### src/rtl/sccb_init_ctrl.sv
// Camera configuration sequencer: sensor power-up, then one SCCB 3-phase write per table entry.
// init_done is a stable level once the end-of-table marker has been decoded.
module sccb_init_ctrl #(
  parameter int unsigned QDIV      = 125,
  parameter int unsigned PWRUP_CYC = 1_000_000,
  parameter int unsigned DELAY_CYC = 500_000,
  parameter logic [7:0]  DEV_ID    = 8'h42
) (
  input  logic        clk,
  input  logic        rst_n,
  input  logic        reinit,
  output logic [7:0]  rom_addr,
  input  logic [15:0] rom_data,
  output logic        sioc,
  output logic        siod_oe,
  input  logic        siod_in,
  output logic        cmos_rst_n,
  output logic        cmos_pwdn,
  output logic        busy,
  output logic        init_done,
  output logic [7:0]  nack_cnt
);

  localparam int QW   = (QDIV > 1) ? $clog2(QDIV) : 1;
  localparam int CMAX = (PWRUP_CYC > DELAY_CYC) ? PWRUP_CYC : DELAY_CYC;
  localparam int CW   = $clog2(CMAX + 1);

  localparam logic [QW-1:0] Q_LAST   = QW'(QDIV - 1);
  localparam logic [CW-1:0] PW_LAST  = CW'(PWRUP_CYC - 1);
  localparam logic [CW-1:0] DL_LAST  = CW'(DELAY_CYC - 1);
  localparam logic [CW-1:0] RST_HALF = CW'(PWRUP_CYC / 2);

  localparam logic [2:0] S_PWRUP = 3'd0;
  localparam logic [2:0] S_FETCH = 3'd1;
  localparam logic [2:0] S_START = 3'd2;
  localparam logic [2:0] S_BYTE  = 3'd3;
  localparam logic [2:0] S_STOP  = 3'd4;
  localparam logic [2:0] S_GAP   = 3'd5;
  localparam logic [2:0] S_DELAY = 3'd6;
  localparam logic [2:0] S_DONE  = 3'd7;

  logic [2:0]    state, state_nx;
  logic [QW-1:0] qcnt, qcnt_nx;
  logic [2:0]    quarter, quarter_nx;
  logic [3:0]    bit_cnt, bit_nx;
  logic [1:0]    byte_cnt, byte_nx;
  logic [CW-1:0] cyc, cyc_nx;
  logic          fetch_cnt, fetch_nx;
  logic [7:0]    addr_nx;
  logic [7:0]    sub, dat, cur_byte;
  logic          sioc_nx, oe_nx;
  logic          q_end, ack_sample, entry_write;

  assign q_end       = (qcnt == Q_LAST);
  assign ack_sample  = (state == S_BYTE) && (bit_cnt == 4'd8) && (quarter == 3'd2) && q_end;
  assign entry_write = (state == S_FETCH) && fetch_cnt &&
                       (rom_data != 16'hFFFF) && (rom_data != 16'hFFF0);
  assign cmos_pwdn   = 1'b0;

  always_comb begin
    state_nx   = state;
    qcnt_nx    = '0;
    quarter_nx = quarter;
    bit_nx     = bit_cnt;
    byte_nx    = byte_cnt;
    cyc_nx     = cyc;
    fetch_nx   = 1'b0;
    addr_nx    = rom_addr;
    case (state)
      S_PWRUP: begin
        if (cyc == PW_LAST) begin
          state_nx = S_FETCH;
          cyc_nx   = '0;
        end else begin
          cyc_nx = cyc + 1'b1;
        end
      end
      // first cycle lets the address settle, second sees the registered table word
      S_FETCH: begin
        if (!fetch_cnt) begin
          fetch_nx = 1'b1;
        end else if (rom_data == 16'hFFFF) begin
          state_nx = S_DONE;
        end else if (rom_data == 16'hFFF0) begin
          state_nx = S_DELAY;
          cyc_nx   = '0;
        end else begin
          state_nx   = S_START;
          quarter_nx = '0;
        end
      end
      S_START, S_BYTE, S_STOP, S_GAP: begin
        qcnt_nx = q_end ? '0 : qcnt + 1'b1;
        if (q_end) begin
          quarter_nx = quarter + 1'b1;
          case (state)
            S_START: begin
              if (quarter == 3'd3) begin
                state_nx   = S_BYTE;
                quarter_nx = '0;
                bit_nx     = '0;
                byte_nx    = '0;
              end
            end
            S_BYTE: begin
              if (quarter == 3'd3) begin
                quarter_nx = '0;
                if (bit_cnt == 4'd8) begin
                  bit_nx = '0;
                  if (byte_cnt == 2'd2) state_nx = S_STOP;
                  else                  byte_nx  = byte_cnt + 1'b1;
                end else begin
                  bit_nx = bit_cnt + 1'b1;
                end
              end
            end
            S_STOP: begin
              if (quarter == 3'd3) begin
                state_nx   = S_GAP;
                quarter_nx = '0;
              end
            end
            default: begin
              if (quarter == 3'd7) begin
                state_nx   = S_FETCH;
                quarter_nx = '0;
                addr_nx    = rom_addr + 1'b1;
              end
            end
          endcase
        end
      end
      S_DELAY: begin
        if (cyc == DL_LAST) begin
          state_nx = S_FETCH;
          addr_nx  = rom_addr + 1'b1;
        end else begin
          cyc_nx = cyc + 1'b1;
        end
      end
      S_DONE: begin
        if (reinit) begin
          state_nx = S_PWRUP;
          addr_nx  = '0;
          cyc_nx   = '0;
        end
      end
      default: state_nx = S_PWRUP;
    endcase
  end

  // Bus levels are decoded from the next position so the registered pins line up with it.
  always_comb begin
    sioc_nx  = 1'b1;
    oe_nx    = 1'b0;
    cur_byte = DEV_ID;
    case (byte_nx)
      2'd1:    cur_byte = sub;
      2'd2:    cur_byte = dat;
      default: cur_byte = DEV_ID;
    endcase
    case (state_nx)
      S_START: begin
        sioc_nx = (quarter_nx != 3'd3);
        oe_nx   = quarter_nx[1];
      end
      S_BYTE: begin
        sioc_nx = quarter_nx[1];
        oe_nx   = (bit_nx == 4'd8) ? 1'b0 : ~cur_byte[~bit_nx[2:0]];
      end
      S_STOP: begin
        sioc_nx = (quarter_nx != 3'd0);
        oe_nx   = ~quarter_nx[1];
      end
      default: begin
        sioc_nx = 1'b1;
        oe_nx   = 1'b0;
      end
    endcase
  end

  always_ff @(posedge clk or negedge rst_n) begin
    if (!rst_n) begin
      state      <= S_PWRUP;
      qcnt       <= '0;
      quarter    <= '0;
      bit_cnt    <= '0;
      byte_cnt   <= '0;
      cyc        <= '0;
      fetch_cnt  <= 1'b0;
      rom_addr   <= '0;
      sub        <= '0;
      dat        <= '0;
      sioc       <= 1'b1;
      siod_oe    <= 1'b0;
      cmos_rst_n <= 1'b0;
      busy       <= 1'b1;
      init_done  <= 1'b0;
      nack_cnt   <= '0;
    end else begin
      state      <= state_nx;
      qcnt       <= qcnt_nx;
      quarter    <= quarter_nx;
      bit_cnt    <= bit_nx;
      byte_cnt   <= byte_nx;
      cyc        <= cyc_nx;
      fetch_cnt  <= fetch_nx;
      rom_addr   <= addr_nx;
      sioc       <= sioc_nx;
      siod_oe    <= oe_nx;
      cmos_rst_n <= (state_nx != S_PWRUP) || (cyc_nx >= RST_HALF);
      busy       <= (state_nx != S_DONE);
      init_done  <= (state_nx == S_DONE);
      if (entry_write) begin
        sub <= rom_data[15:8];
        dat <= rom_data[7:0];
      end
      if ((state == S_DONE) && reinit)
        nack_cnt <= '0;
      else if (ack_sample && siod_in && (nack_cnt != 8'hFF))
        nack_cnt <= nack_cnt + 1'b1;
    end
  end

endmodule

### config.mk
export PLATFORM = sky130hd
export DESIGN_NAME = sccb_init_ctrl
export DESIGN_NICKNAME = d
export VERILOG_FILES = /design/src/rtl/sccb_init_ctrl.sv
export SDC_FILE = /design/constraint.sdc
export NUM_CORES = 1
export LEC_CHECK = 0
export ABC_CLOCK_PERIOD_IN_PS = 4350
export BUFFER_PORTS_ARGS = -buffer_cell sky130_fd_sc_hd__buf_2
export CAP_MARGIN = 40
export CORE_ASPECT_RATIO = 0.6
export CORE_MARGIN = 2
export CORE_UTILIZATION = 30
export DETAILED_ROUTE_END_ITERATION = 8
export HOLD_SLACK_MARGIN = 0.03
export PLACE_DENSITY = 0.56
export REMOVE_ABC_BUFFERS = 1
export SYNTH_ARGS = -nofsm -noshare
export SYNTH_HDL_FRONTEND = slang
export SYNTH_SLANG_ARGS = --single-unit
export TNS_END_PERCENT = 1
### constraint.sdc
create_clock -name clk -period 4.35 [get_ports clk]
set_input_delay 0.435 -clock clk [delete_from_list [all_inputs] [get_ports clk]]
set_output_delay 0.435 -clock clk [all_outputs]
set_load 0.005 [all_outputs]
==> results.py, run 1 <==
metrics = {
    "drt": {
        "drc_errors": 0,
        "vias": 3810,
        "initialDrtViolationCount": 372,
        "ant_nets": 0,
        "drtPass1Iterations": 5,
        "viasPerCell": 5.35,
        "wl_um": 11400,
        "wire_per_inst_um": 16.1,
    },
    "floorplanning": {
        "die_w_um": 162,
        "floorplan.rows": 34,
        "die_height_um": 98.8,
        "io_pins": 42,
        "die-area_um2": 16000,
        "core_area_um2": 14500,
        "start_util_pct": 30.9,
    },
    "sta": {
        "tightest_slew_ns": 0.765,
        "finalHoldViolations": 0,
        "skew_ns": 0.00829,
        "grt_setup_unrepaired": "no",
        "finalMaxSlewViolations": 0,
        "max_slew_margin_pct": 48.6,
        "fin_crit_sh_pct": 79.0,
        "period_needed_ns": 3.44,
        "fmax_ghz": 0.291,
        "setup_viol": 0,
        "tns_ns": 0,
    },
    "grt": {
        "grt_max_degree": 50,
        "overflow": 0,
        "grt_pass1_wl_um": 18600,
        "track_usage_pct": 14.7,
        "antenna_found_initial": 0,
        "grt_pass1_vias": 3401,
    },
    "final_layout": {
        "ff_latch_area_um2": 1930,
        "nets": 546,
        "final_common_cell": "dfrtp_1",
        "fin_area_um2": 5300,
        "antennaDiodeCount": 0,
        "areaGrowthSynthToFinish_pct": 17.9,
        "nFillCells": 1500,
        "fin_cells": 712,
        "final_cell_mix": "dfrtp_1, nand2_1, nor2_1",
        "drive_gt1_share_pct": 18.5,
        "multi_input_area_um2": 2420,
    },
    "power_and_ir_drop": {
        "p_int_mw": 1.31,
        "switching_power_uw": 335,
        "p_sw_share_pct": 20.4,
        "power_density_nw_per_um2": 310,
        "clkPwrFrac_pct": 54.5,
        "p_seq_share_pct": 43.5,
        "p_total_mw": 1.64,
        "peakVddDrop_mv": 0.173,
        "leakage_nw": 2.36,
        "combPwrFrac_pct": 1.9,
    },
    "synth": {
        "yosys_warnings": 0,
        "synthFlopType": "dfrtp_1",
        "async_reset_ff_share_pct": 100,
        "synth.avg_cell_area_um2": 9.58,
        "yosysSeqAreaShare_pct": 42.9,
        "yosysUniqueCellTypes": 72,
        "synth-seq-cells": 77,
        "synth_edf_count": 0,
        "syn_inst": 469,
        "netlist_area_um2": 4490,
    },
    "worst_setup_path": {
        "reg2reg_depth": 14,
        "start_kind": "flop",
        "cp.required_ns": 4.61,
        "path_max_fanout": 8,
        "criticalPathCategory": "flop to flop",
        "critPathLaunch": "quarter[1]",
        "end_kind": "flop",
        "cp.arrival_ns": 3.69,
        "worstReg2RegStart": "quarter[1]",
    },
    "clock_network": {
        "cts_buffers": 9,
        "cts-resized-gates": 0,
        "cts-root-buf": "clkbuf_16",
        "cts_tree": "yes",
        "cts_hold_buf": 1,
        "htree_levels": 3,
        "cts_sinks": 77,
        "clkLatencyLatePin_ns": 0.34,
        "clk_pin_slew_ns": 0.06,
        "post_cts_buffers": 0,
        "clock_path_buffers": 2,
    },
    "worst_hold_path": {
        "min_path_cells": 2,
        "worstHoldStart": "rom_data[13]",
        "hold_path_class": "input pin to flop",
    },
    "run_status": {
        "status": "finished, final reports clean",
    },
    "placement": {
        "io_buffer_count": 40,
        "dp_cells": 695,
        "post-dp-hpwl_um": 8670,
        "placed_area_um2": 4930,
        "place_congestion": 0.897,
    },
    "flow_run": {
        "drv_cap": 0,
    },
}
## worst max-delay path, cell delays in order, from the launching register on
cell and delay [ns]:
dfrtp_1 0.39, ha_1 0.25, ha_1 0.32, and4b_1 0.33, mux2i_1 0.11, o31ai_1 0.21
and2_1 0.20, inv_1 0.08, ha_1 0.30, a22oi_1 0.19, nor2_1 0.06, or3_1 0.34
a22o_1 0.18, o22a_1 0.23, o211ai_1 0.16
## layout make-up
type	count	share of cell area [%]
inverter	20	1.42
clock inverter	6	2.24
tap	198	4.68
clock buffer	10	4.51
multi-input combinational	356	45.8
timing repair buffer	45	4.96
sequential	77	36.4
## routing by layer
layer,up-vias,share of wire [%],track usage (%)
met3,8,7.5,4.34
li1,1835,-,-
met1,1846,55,24.0
met2,121,36,18.5
met5,-,0,0
met4,0,0.89,2.86
## power groups by stage
stage                     registers [mW]  clock network, mW  logic [mW]
final                              0.716              0.897      0.0315
after global placement             0.729                  0      0.0284
after detailed placement           0.729                  0      0.0324
after global routing               0.715              0.948      0.0370
after floorplan                    0.730                  0     0.00180
after CTS                          0.716              0.920      0.0333
## through the flow
step / hold WS, ns / worst slack (ns) / utilization, %
floorplan: 0.139 / 1.35 / -
global placement: 0.475 / 1.08 / 33.7
detailed placement: 0.395 / 0.983 / 33.9
CTS: 0.332 / 0.928 / 36.4
global route: 0.342 / 0.640 / 36.4
finish: 0.342 / 0.914 / 36.4
## state kept, by name, indices dropped and copies added, names as in the netlist
name and count:
bit_cnt 4, siod_oe 1, nack_cnt 8, init_done 1, quarter 3, cmos_rst_n 1
state 3, qcnt 7, cyc 20, fetch_cnt 1, sioc 1, dat 8
busy 1, byte_cnt 2, sub 8, rom_addr 8
## cell usage after synthesis (3+ instances only)
library cell  count  area (um^2)
o21ai_0          31          155
and3_1            9         56.3
and2_1            8         50.1
o311ai_0          3         26.3
a221oi_1          3         26.3
ha_1             17          213
xor2_1           11         96.3
a21oi_1          17         85.1
mux2_2           19          214
inv_1            20         75.1
xnor2_1           3         26.3
a31oi_1           5         31.3
nor2b_1           5         31.3
nand4_1          20          125
dfrtp_1          75         1880
and4_1            7         61.3
a22oi_1           5         37.5
a21o_1            6         45.0
a31o_2            3         26.3
nand2_1          42          158
nor4_1            3         18.8
o211ai_1          3         22.5
clkbuf_1         14         52.6
or4_1             3         22.5
nor3_1            5         25.0
a22o_1            3         26.3
or3_1             9         56.3
nor2_1           40          150
and4b_1           3         30.0
o31ai_1           3         22.5
mux2i_1           4         40.0
a211o_1           4         35.0
a211oi_1          3         22.5
nand2b_1          3         18.8
nand3_1          12         60.1
## cells by family after synthesis
| logic type | share of synthesized area [%] |
|---|---|
| AND/OR/NAND/NOR | 22.5 |
| AO/OA/AOI/OAI | 18.3 |
| flip-flops | 42.9 |
| buffers and inverters | 3.09 |
| multiplexers | 5.65 |
| adder cells (fa/ha/maj) | 4.73 |
| XOR/XNOR | 2.73 |
| other | 0.0835 |
## final timing paths
check / end / slack (ns)
worst min-delay path: sub[5] / 0.34
worst max register to register: siod_oe / 0.91
worst max-delay path: siod_oe / 0.91
min in group asynchronous: nack_cnt[6] / 0.57
max in group asynchronous: cyc[13] / 3.20
worst min register to register: qcnt[0] / 0.48
Note: power is estimated with default switching activity, not from simulation.
==> inputs of run 2 (changes only) <==
--- a/config.mk
+++ b/config.mk
@@ -5,7 +5,7 @@
 export SDC_FILE = /design/constraint.sdc
 export NUM_CORES = 1
 export LEC_CHECK = 0
-export ABC_CLOCK_PERIOD_IN_PS = 4350
+export ABC_CLOCK_PERIOD_IN_PS = 3100
 export BUFFER_PORTS_ARGS = -buffer_cell sky130_fd_sc_hd__buf_2
 export CAP_MARGIN = 40
 export CORE_ASPECT_RATIO = 0.6
@@ -13,7 +13,7 @@
 export CORE_UTILIZATION = 30
 export DETAILED_ROUTE_END_ITERATION = 8
 export HOLD_SLACK_MARGIN = 0.03
-export PLACE_DENSITY = 0.56
+export PLACE_DENSITY = 0.58
 export REMOVE_ABC_BUFFERS = 1
 export SYNTH_ARGS = -nofsm -noshare
 export SYNTH_HDL_FRONTEND = slang
==> constraint.sdc (replaced) <==
create_clock -name clk -period 3.1 [get_ports clk]
set_input_delay 0.31 -clock clk [delete_from_list [all_inputs] [get_ports clk]]
set_output_delay 0.31 -clock clk [all_outputs]
set_load 0.005 [all_outputs]
==> run 2 against run 1 <==
- sequential share of layout area down 1.2 points
- critical endpoint is now cmos_rst_n
- final cell count up 3.7%
- critical path depth shrank 6
- register-to-register slack got worse by 0.86 ns
==> results.py, run 2 (synthesis gave the netlist of run 1 again) <==
metrics = {
    "run_status": {
        "status": "finished, final reports clean",
    },
    "grt": {
        "grt_pass1_vias": 3772,
        "antenna_found_initial": 0,
        "track_usage_pct": 15.9,
        "grt_max_degree": 62,
        "overflow": 0,
        "grt_pass1_wl_um": 20400,
    },
    "drt": {
        "drtPass1Iterations": 5,
        "ant_nets": 0,
        "drc_errors": 0,
        "viasPerCell": 5.36,
        "wl_um": 12200,
        "vias": 3956,
        "initialDrtViolationCount": 399,
        "wire_per_inst_um": 16.6,
    },
    "sta": {
        "finalMaxSlewViolations": 0,
        "grt_setup_unrepaired": "yes",
        "setup_viol": 0,
        "fin_crit_sh_pct": 98.4,
        "max_slew_margin_pct": 45.0,
        "fmax_ghz": 0.328,
        "tightest_slew_ns": 0.815,
        "finalHoldViolations": 0,
        "skew_ns": 0.00999,
        "fin_hold_ws_ns": 0.219,
        "period_needed_ns": 3.05,
        "tns_ns": 0,
    },
    "final_layout": {
        "nets": 572,
        "drive_gt1_share_pct": 24.4,
        "areaGrowthSynthToFinish_pct": 22.1,
        "final_cell_mix": "dfrtp_1, nand2_1, nor2_1, buf_2",
        "nFillCells": 1465,
        "final_common_cell": "dfrtp_1",
        "top_register": "cyc",
        "largest_reg_flops": 20,
        "antennaDiodeCount": 0,
    },
    "worst_hold_path": {
        "hold_path_class": "input pin to flop",
        "worstHoldEndpoint": "sub[5]",
        "min_path_cells": 2,
        "worstHoldStart": "rom_data[13]",
    },
    "floorplanning": {
        "die-area_um2": 16000,
        "die_height_um": 98.8,
        "die_w_um": 162,
        "io_pins": 42,
        "floorplan.rows": 34,
        "core_area_um2": 14500,
        "start_util_pct": 30.9,
    },
    "worst_setup_path": {
        "criticalPathCategory": "flop to flop",
        "reg2reg_setup_slack_ns": 0.05,
        "cp.arrival_ns": 3.27,
        "reg2reg_to": "cmos_rst_n",
        "cp.required_ns": 3.32,
        "reg2reg_depth": 8,
        "worstReg2RegStart": "cyc[7]",
        "end_kind": "flop",
        "start_kind": "flop",
        "path_max_fanout": 6,
    },
    "power_and_ir_drop": {
        "power_density_nw_per_um2": 386,
        "peakVddDrop_mv": 0.209,
        "p_total_mw": 2.12,
        "leakage_nw": 2.47,
    },
    "clock_network": {
        "cts_buffers": 9,
        "cts-root-buf": "clkbuf_16",
        "cts_sinks": 77,
        "htree_levels": 3,
        "clock_path_buffers": 2,
        "clkLatencyLatePin_ns": 0.34,
        "cts_tree": "yes",
        "clk_pin_slew_ns": 0.07,
    },
    "placement": {
        "place_congestion": 0.904,
        "post-dp-hpwl_um": 9130,
        "io_buffer_count": 40,
    },
    "flow_run": {
        "drv_cap": 0,
    },
}
[run 2: changes by cell type in the layout (fill, tap and decap cells not counted), moves of 2 or more]
cell       before  now
ha_2            0    3
ha_1           17   14
buf_4           4   30
clkinv_2        0    2
bufinv_16       3    1
[run 2: metal layers]
layer	track usage, %	up-vias	routed length (um)
met5	0	-	0
met4	3.61	0	104
met3	4.08	8	908
met2	21.3	132	4920
met1	25.1	1938	6290
li1	-	1878	-
[run 2: final cells by class]
type,count,area [um^2],area share [%]
clock buffers,9,225,4.11
clock inverters,7,73.8,1.35
inverters,20,75.1,1.37
multi-input cells,356,2480,45.1
flip-flops and latches,77,1930,35.2
well taps,198,248,4.52
repair buffers,71,458,8.35
[run 2: metrics by stage]
step                      setup WS [ns]  cells  area, um^2  util, %
final                            0.0494    738        5490     37.7
after global placement            0.110    718        5080     34.9
after CTS                        0.0260    736        5420     37.2
after floorplan                   0.104    453        4430        -
after detailed placement         0.0368    719        5110     35.1
after global routing            -0.0407    738        5490     37.7
[run 2: timing repair]
action	CTS	global route
setup buffers	0	2
setup endpoints to repair	0	5
hold buffers	1	0
hold endpoints to repair	16	0
gates resized for setup	0	14
[run 2: critical path, cell delays in order (launching register included)]
cell      delay, ns
dfrtp_1        0.37
or4_1          0.54
or4_4          0.52
o21ai_4        0.25
a21boi_0       0.15
o22a_1         0.24
or4b_4         0.52
a221oi_2       0.25
o21ai_1        0.08
[run 2: how the worst max path moves through the flow]
stage	from	end	slack, ns
after floorplan	cyc[0]	cmos_rst_n	0.10
after global placement	cyc[7]	cmos_rst_n	0.11
after detailed placement	quarter[0]	siod_oe	0.04
after CTS	quarter[0]	siod_oe	0.03
after global routing	cyc[7]	cmos_rst_n	-0.04
final	cyc[7]	cmos_rst_n	0.05
[run 2: where the power goes]
group          total [mW]  switching (mW)  internal (mW)
clock network        1.07           0.442          0.626
registers            1.00               0           1.00
logic              0.0448          0.0300         0.0148
==> inputs of run 3 (changes only) <==
==> constraint.sdc (replaced) <==
create_clock -name clk -period 3.1 [get_ports clk]
set_input_delay 0.62 -clock clk [delete_from_list [all_inputs] [get_ports clk]]
set_output_delay 0.62 -clock clk [all_outputs]
set_load 0.005 [all_outputs]
==> run 3 against run 2 <==
- power shrank 2.6%
- hold slack lost 0.053 ns
- critical endpoint unchanged
- final cell count up 0.68%
- clock-buffer cell count stayed put
==> results.py, run 3 (synthesis gave the netlist of run 1 again) <==
metrics = {
    "power_and_ir_drop": {
        "clkPwrFrac_pct": 49.1,
        "p_total_mw": 2.06,
        "p_sw_share_pct": 23.7,
        "peakVddDrop_mv": 0.220,
        "p_int_mw": 1.57,
        "switching_power_uw": 489,
        "combPwrFrac_pct": 2.1,
        "leakage_nw": 2.47,
        "power_density_nw_per_um2": 376,
        "p_seq_share_pct": 48.7,
    },
    "clock_network": {
        "cts_buffers": 9,
        "clk_pin_slew_ns": 0.06,
        "cts_sinks": 77,
        "cts-root-buf": "clkbuf_16",
        "clkLatencyLatePin_ns": 0.35,
        "cts_tree": "yes",
        "clock_path_buffers": 2,
        "htree_levels": 3,
        "cts_hold_buf": 0,
    },
    "drt": {
        "wire_per_inst_um": 16.4,
        "met2_length_um": 4990,
        "dr_wl_met3_um": 770,
        "initialDrtViolationCount": 307,
        "viasPerCell": 5.43,
        "drc_errors": 0,
        "vias": 4031,
        "drtPass1Iterations": 6,
        "ant_nets": 0,
        "wl_um": 12200,
        "drt-met1-wl_um": 6280,
        "top_layer_used": "met4",
    },
    "placement": {
        "dp_cells": 723,
        "place_congestion": 0.916,
        "post-dp-hpwl_um": 9030,
        "placed_area_um2": 5140,
        "pre_cts_slack_ns": 0.0308,
        "io_buffer_count": 40,
    },
    "grt": {
        "grt_pass1_vias": 3824,
        "grt_pass1_wl_um": 20000,
        "overflow": 0,
        "antenna_found_initial": 0,
        "grt_max_degree": 58,
        "track_usage_pct": 15.8,
    },
    "floorplanning": {
        "io_pins": 42,
        "die_w_um": 162,
        "die-area_um2": 16000,
        "floorplan.rows": 34,
        "die_height_um": 98.8,
        "start_util_pct": 30.9,
        "core_area_um2": 14500,
    },
    "sta": {
        "setup_viol": 0,
        "finalHoldViolations": 0,
        "fmax_ghz": 0.333,
        "period_needed_ns": 3.00,
        "max_slew_margin_pct": 45.6,
        "grt_setup_unrepaired": "yes",
        "skew_ns": 0.00887,
        "fin_hold_ws_ns": 0.166,
        "fin_crit_sh_pct": 96.8,
        "tightest_slew_ns": 0.806,
        "tns_ns": 0,
        "worst_slack_ns": 0.0992,
        "finalMaxSlewViolations": 0,
    },
    "worst_setup_path": {
        "cp.required_ns": 3.32,
        "criticalPathCategory": "flop to flop",
        "path_max_fanout": 6,
        "end_kind": "flop",
        "cp.arrival_ns": 3.22,
        "start_kind": "flop",
    },
    "run_status": {
        "status": "finished, final reports clean",
    },
    "final_layout": {
        "antennaDiodeCount": 0,
        "areaGrowthSynthToFinish_pct": 22.1,
        "fin_util_pct": 37.7,
        "final_cell_mix": "dfrtp_1, nand2_1, buf_2",
        "largest_reg_flops": 20,
        "top_register": "cyc",
        "fin_area_um2": 5480,
        "drive_gt1_share_pct": 25.1,
        "nets": 577,
        "fin_cells": 743,
        "final_common_cell": "dfrtp_1",
    },
    "flow_run": {
        "drv_cap": 0,
    },
    "worst_hold_path": {
        "hold_path_class": "input pin to asynchronous set/reset pin",
    },
}
## run 3: power by group through the flow
stage	clock network [mW]	logic, mW	registers [mW]
after floorplan	0	0.00253	1.02
after global placement	0	0.0407	1.02
after detailed placement	0	0.0460	1.02
after CTS	1.05	0.0462	1.00
after global routing	1.08	0.0510	1.00
final	1.01	0.0441	1.00
## run 3: path summary, 6_finish.rpt
check                           cells after the start          to     from  slack, ns
worst max-delay path                                8  cmos_rst_n   cyc[7]        0.1
worst min-delay path                                1     qcnt[6]    rst_n       0.17
worst max register to register                      8  cmos_rst_n   cyc[7]        0.1
worst min register to register                      1     qcnt[0]  qcnt[0]       0.49
max in group asynchronous                           2        busy    rst_n       2.27
min in group clk                                    1     qcnt[0]  qcnt[0]       0.49
## run 3: metal layers
metal | vias to the layer above | global-route usage, %
met5 | - | 0
met4 | 0 | 4.22
met3 | 17 | 3.70
met2 | 143 | 21.8
met1 | 1975 | 24.3
li1 | 1896 | -
## run 3: what timing repair did
item | in CTS | in global routing
gates resized for setup | 0 | 13
endpoints found under the setup margin | 0 | 4
buffers inserted | 0 | 4
## run 3: layout make-up
cell class              instances  area, um^2
fillers                      1467        9060
multi-input cells             356        2460
flip-flops and latches         77        1930
repair buffers                 76         493
well taps                     198         248
clock buffers                   9         225
inverters                      20        75.1
clock inverters                 7        57.6
## run 3: worst max-delay path, cell delays in order, from the launching register on
cell	delay, ns
dfrtp_1	0.38
or4_4	0.54
or4_4	0.52
o21ai_4	0.24
nand2_4	0.08
and4b_1	0.22
or4b_4	0.56
a221oi_2	0.26
o21ai_1	0.09
